## src/rtl/mmio_uart_tx.sv

```systemverilog
// Memory-mapped 8N1 UART transmitter: DATA/STATUS registers, TX FIFO, serialiser.
// Optional even-parity bit is enabled by defining UART_TX_PARITY_EN.
module mmio_uart_tx #(
    parameter int unsigned CLK_HZ     = 50_000_000,
    parameter int unsigned BAUD       = 115200,
    parameter int unsigned FIFO_DEPTH = 8,
    parameter logic [31:0] BASE_ADDR  = 32'h1000_0000
) (
    input  logic        clk,
    input  logic        reset,
    input  logic [31:0] bus_addr,
    input  logic [31:0] bus_wdata,
    input  logic        bus_we,
    input  logic        bus_re,
    output logic [31:0] bus_rdata,
    output logic        bus_ready,
    output logic        tx,
    output logic        tx_busy
);

    localparam int unsigned CLKS_PER_BIT = CLK_HZ / BAUD;
    localparam int unsigned CNT_W        = $clog2(CLKS_PER_BIT);
    localparam int unsigned AW           = $clog2(FIFO_DEPTH);
    localparam logic [CNT_W-1:0] CNT_LAST = CNT_W'(CLKS_PER_BIT - 1);

    localparam logic [2:0] IDLE   = 3'd0;
    localparam logic [2:0] START  = 3'd1;
    localparam logic [2:0] DATA   = 3'd2;
`ifdef UART_TX_PARITY_EN
    localparam logic [2:0] PARITY = 3'd3;
`endif
    localparam logic [2:0] STOP   = 3'd4;

    logic [2:0]       state;
    logic [CNT_W-1:0] bit_cnt;
    logic [2:0]       bit_idx;
    logic [7:0]       data_q;
    logic             bit_done;
    logic             tx_next;

    logic [7:0]       mem [FIFO_DEPTH];
    logic [AW:0]      wptr;
    logic [AW:0]      rptr;
    logic             full;
    logic             empty;
    logic             ovf;

    logic             hit_data;
    logic             hit_stat;
    logic             do_push;
    logic             push_drop;
    logic             do_pop;
    logic             clr_ovf;
    logic [31:0]      status;
    logic             unused_wdata;

    // ------------------------------------------------------------------
    // Bus decode
    // ------------------------------------------------------------------
    assign hit_data  = (bus_addr == BASE_ADDR);
    assign hit_stat  = (bus_addr == BASE_ADDR + 32'd4);
    assign do_push   = bus_we & hit_data & ~full;
    assign push_drop = bus_we & hit_data & full;
    assign clr_ovf   = bus_we & hit_stat & bus_wdata[3];
    assign status    = {28'd0, ovf, (state != IDLE), empty, full};
    assign unused_wdata = &{1'b0, bus_wdata[31:8]};

    always_ff @(posedge clk or negedge reset) begin
        if (!reset) begin
            bus_ready <= 1'b0;
            bus_rdata <= 32'd0;
        end else begin
            bus_ready <= (bus_we | bus_re) & (hit_data | hit_stat);
            bus_rdata <= (bus_re & ~bus_we & hit_stat) ? status : 32'd0;
        end
    end

    always_ff @(posedge clk or negedge reset) begin
        if (!reset)
            ovf <= 1'b0;
        else if (push_drop)
            ovf <= 1'b1;
        else if (clr_ovf)
            ovf <= 1'b0;
    end

    // ------------------------------------------------------------------
    // TX FIFO
    // ------------------------------------------------------------------
    assign empty = (wptr == rptr);
    assign full  = (wptr[AW] != rptr[AW]) && (wptr[AW-1:0] == rptr[AW-1:0]);

    // NOTE: storage array is not reset; only the pointers define validity.
    always_ff @(posedge clk) begin
        if (do_push)
            mem[wptr[AW-1:0]] <= bus_wdata[7:0];
    end

    // NOTE: state registers use non-blocking assignments so every flop samples pre-edge values.
    always_ff @(posedge clk or negedge reset) begin
        if (!reset) begin
            wptr <= '0;
            rptr <= '0;
        end else begin
            if (do_push)
                wptr <= wptr + 1'b1;
            if (do_pop)
                rptr <= rptr + 1'b1;
        end
    end

    // ------------------------------------------------------------------
    // Serialiser
    // ------------------------------------------------------------------
    assign bit_done = (bit_cnt == CNT_LAST);
    assign do_pop   = ~empty & ((state == IDLE) | ((state == STOP) & bit_done));
    assign tx_busy  = ~empty | (state != IDLE);

    // Every state lasts exactly one full bit period, so wrapping equals reset-on-entry.
    always_ff @(posedge clk or negedge reset) begin
        if (!reset)
            bit_cnt <= '0;
        else if ((state == IDLE) || bit_done)
            bit_cnt <= '0;
        else
            bit_cnt <= bit_cnt + 1'b1;
    end

    always_ff @(posedge clk or negedge reset) begin
        if (!reset) begin
            state   <= IDLE;
            bit_idx <= 3'd0;
            data_q  <= 8'd0;
        end else begin
            case (state)
                IDLE: begin
                    if (do_pop) begin
                        data_q <= mem[rptr[AW-1:0]];
                        state  <= START;
                    end
                end
                START: begin
                    if (bit_done) begin
                        bit_idx <= 3'd0;
                        state   <= DATA;
                    end
                end
                DATA: begin
                    if (bit_done) begin
                        bit_idx <= bit_idx + 3'd1;
                        if (bit_idx == 3'd7) begin
`ifdef UART_TX_PARITY_EN
                            state <= PARITY;
`else
                            state <= STOP;
`endif
                        end
                    end
                end
`ifdef UART_TX_PARITY_EN
                PARITY: begin
                    if (bit_done)
                        state <= STOP;
                end
`endif
                STOP: begin
                    if (bit_done) begin
                        if (do_pop) begin
                            data_q <= mem[rptr[AW-1:0]];
                            state  <= START;
                        end else begin
                            state <= IDLE;
                        end
                    end
                end
                default: state <= IDLE;
            endcase
        end
    end

    // NOTE: every output of a combinational block gets a default first, so no latch is inferred.
    always_comb begin
        tx_next = 1'b1;
        case (state)
            START:  tx_next = 1'b0;
            DATA:   tx_next = data_q[bit_idx];
`ifdef UART_TX_PARITY_EN
            PARITY: tx_next = ^data_q;
`endif
            default: tx_next = 1'b1;
        endcase
    end

    // Registered line output keeps tx glitch-free; it lags the FSM by one cycle.
    always_ff @(posedge clk or negedge reset) begin
        if (!reset)
            tx <= 1'b1;
        else
            tx <= tx_next;
    end

endmodule

```

## config.mk

```make
export PLATFORM = sky130hd
export DESIGN_NAME = mmio_uart_tx
export DESIGN_NICKNAME = d
export VERILOG_FILES = /design/src/rtl/mmio_uart_tx.sv
export SDC_FILE = /design/constraint.sdc
export NUM_CORES = 1
export LEC_CHECK = 0
export CAP_MARGIN = 20
export CELL_PAD_IN_SITES_DETAIL_PLACEMENT = 2
export CELL_PAD_IN_SITES_GLOBAL_PLACEMENT = 2
export CORE_MARGIN = 4
export CORE_UTILIZATION = 25
export DETAILED_ROUTE_END_ITERATION = 12
export MAX_ROUTING_LAYER = met4
export PLACE_DENSITY = 0.7
export SYNTH_ARGS = -nofsm -noshare
export SYNTH_HDL_FRONTEND = slang
export SYNTH_SLANG_ARGS = --single-unit
```

## constraint.sdc

```tcl
create_clock -name clk -period 3.3 [get_ports clk]
set_input_delay 0.33 -clock clk [delete_from_list [all_inputs] [get_ports clk]]
set_output_delay 0.33 -clock clk [all_outputs]
set_load 0.01 [all_outputs]
```

==> out/summary.txt <==
Status: finished, final reports clean
Die H: 144 um
Die area: 20800 um2
Peak VDD IR: 0.261 mV
Largest cells by area after synthesis: edfxtp_1 41%, dfrtp_1 20%, mux4_2 4.9%
Syn-to-layout area delta: 21.1%
Startpoint Class: flip-flop
GRT overflow: 0
Cts repair resizes: 0
Distinct cells, synth: 50
Headroom to the max-slew limit: 41.4%
Vias per cell: 4.51
Critical path arrival: 2.34 ns
Top delay family on crit path: buffers and inverters
Worst-path cell chain: xnor2_1 > nand4b_1 > buf_4 > nand3b_1 > clkdlybuf4s50_1
DRT Wirelength: 10900 um
Asr flop ratio synth: 37.3%
Crit-path slowest cell: dfrtp_1
Average size of a mapped cell: 15.3 um2
Tcrit/Tclk final: 81.1%
Core area: 18100 um2
Commonest non-fill, non-tap cell in the layout: edfxtp_1
CTS sink count: 102
HP Class: input port to asynchronous set/reset pin
CP required: 2.97 ns
Finished Layout Cells: 599
Final WS setup: 0.625 ns
First-pass GRT wire length: 17400 um
Max Slew Vio Count: 0
Static Leak: 2.04 nW
Setup Fix Bufs, Post-CTS: 0
Starting DRT DRC Count: 132
WL per Instance: 18.1 um
R2r endpoint: mem[0][5]$_DFFE_PP_
# DRC: 0
Crit path time final: 2.67 ns
Final Core Density: 31.0%
CTS buffer count: 9
Critical path class: flip-flop to output pin
Yosys Warn Count: 0
Largest net degree at the start of global routing: 39
R2R cell count: 5
IO Port Bufs: 50
Main flop type after synthesis: edfxtp_1
Final hold vios: 0
Mapped Cells: 303
Most frequent cells in the layout: 64 x edfxtp_1, 49 x clkdlybuf4s50_1, 37 x dfrtp_1
CP Max Fanout: 11
Place WS: 0.568 ns
Layout Nets: 439
Max Root-Sink Buffers: 2
Placer Congestion: 0.756
Final setup violation count: 0
Clk_lat worst skew: 0.36 ns
Detailed Routing Iterations Pass 1: 4
Routed Antenna Nets: 0
R2R Setup Slk: 0.81 ns
Root buf cell: clkbuf_16
Hpwl dp: 7780 um
Worst R2R Start: rptr[2]$_DFFE_PN0P_
Via count: 2704
Layout cell share with drive strength beyond 1: 16.8%
Clock skew: 0.0113 ns
Number of global-route vias before repair: 3073
H-tree depth: 3
CTS hold repair buffers: 0
Crit-path max cell delay: 0.61 ns
Largest area contributor in the netlist: edfxtp_1
Fmax achieved: 374 MHz
Tightest Pin Transition: 0.879 ns
Setup tns final: 0 ns
Buffers plus inverters on the worst setup path: 2
Unrepaired setup endpoints after global routing: no
CTS tree: done
Chip Width: 144 um
Max-cap check violation count: 0
PD cells: 445 nW/um2
Ant diodes: 0
Area fraction of the dominant cell type after synthesis: 41.5%
Initial Utilization: 25.6%
Cell count after placement: 583
Synthesized flop and latch total: 102
Worst setup EP type: output pin
Top-Level Pins: 103
Cell Rows: 49
Reg clk slew, reported paths: 0.08 ns
Post-Syn Area: 4630 um2
Sequential share of the synthesized area: 62.0%
Initial antenna violation count: 0
Number of synthesized flops with an enable pin: 64
Total track usage: 11.4%
## Yosys cell counts (all sizes together), types with 4 or more instances
library cell / instances
mux4: 18
edfxtp: 64
inv: 6
nor2: 13
buf: 33
mux2: 18
nor3: 8
clkbuf: 4
o21ai: 5
nand2b: 4
nor4: 14
xnor2: 12
nand4: 7
dfrtp: 37
ha: 6
nand3: 7
nand2: 9
## where the power goes
| group | total [mW] | leakage (nW) | switching (mW) | internal, mW |
|---|---|---|---|---|
| clock network | 1.03 | 0.140 | 0.507 | 0.528 |
| registers | 1.36 | 1.05 | 0.000751 | 1.36 |
| logic | 0.101 | 0.844 | 0.0506 | 0.0503 |
## worst register-to-register path, delay by kind of cell (launching register included)
kind / cells / cell delay (ns)
xor gates and xnor gates: 1 / 0.22
DFF: 1 / 0.73
buffers and inverters: 1 / 0.28
AOI/OAI and AO/OA: 1 / 0.30
and+or+nand+nor: 2 / 0.66
## layout make-up
type / count / area (um2)
multi-input combinational: 185 / 1560
timing repair buffer: 61 / 578
fill: 1849 / 12500
clock inverter: 7 / 63.8
inverter: 6 / 22.5
sequential: 102 / 2870
tap: 229 / 287
clock buffer: 9 / 225
## flip-flops by register name (all words and copies together) (netlist names)
name / count
bus_ready: 1
bit_cnt: 9
ovf: 1
bus_rdata: 4
rptr: 4
state: 3
wptr: 4
bit_idx: 3
mem: 64
data_q: 8
tx: 1
## stage by stage
step	total power, mW	hold WS, ns	area [um2]
floorplan	1.44	0.0344	4730
global placement	1.49	0.465	5320
detailed placement	1.49	0.491	5320
CTS	2.54	0.125	5610
global route	2.62	0.160	5610
finish	2.50	0.0851	5610
## routing by layer
| layer | global-route usage [%] | share of wire [%] | vias up |
|---|---|---|---|
| met3 | 2.78 | 4.3 | 15 |
| met2 | 20.7 | 55 | 52 |
| li1 | - | - | 1233 |
| met4 | 3.32 | 1.5 | 0 |
| met1 | 12.5 | 39 | 1404 |
| met5 | - | 0 | - |
## cell families (layout without fill, tap and decap cells)
group           Yosys count  after routing  share of synthesized area (%)
flops                   102            102                           62.0
other cells               1             28                         0.0810
mux                      37             37                           14.0
buf+inv                  43             83                           6.48
compound gates           19             19                           2.89
fa+ha+maj                 6              6                           1.62
xor+xnor                 15             15                           2.84
simple gates             80             80                           10.0
## worst max path at each step
| stage | start | end | depth (start not counted) |
|---|---|---|---|
| after floorplan | rptr[1]$_DFFE_PN0P_ | mem[0][0]$_DFFE_PP_ | 5 |
| after global routing | rptr[2]$_DFFE_PN0P_ | tx_busy | 5 |
| after detailed placement | bus_addr[13] | mem[0][6]$_DFFE_PP_ | 6 |
| after global placement | bus_addr[17] | mem[0][6]$_DFFE_PP_ | 6 |
| after CTS | rptr[2]$_DFFE_PN0P_ | tx_busy | 5 |
| final | rptr[2]$_DFFE_PN0P_ | tx_busy | 5 |
Power figures use the tool's default switching activity.
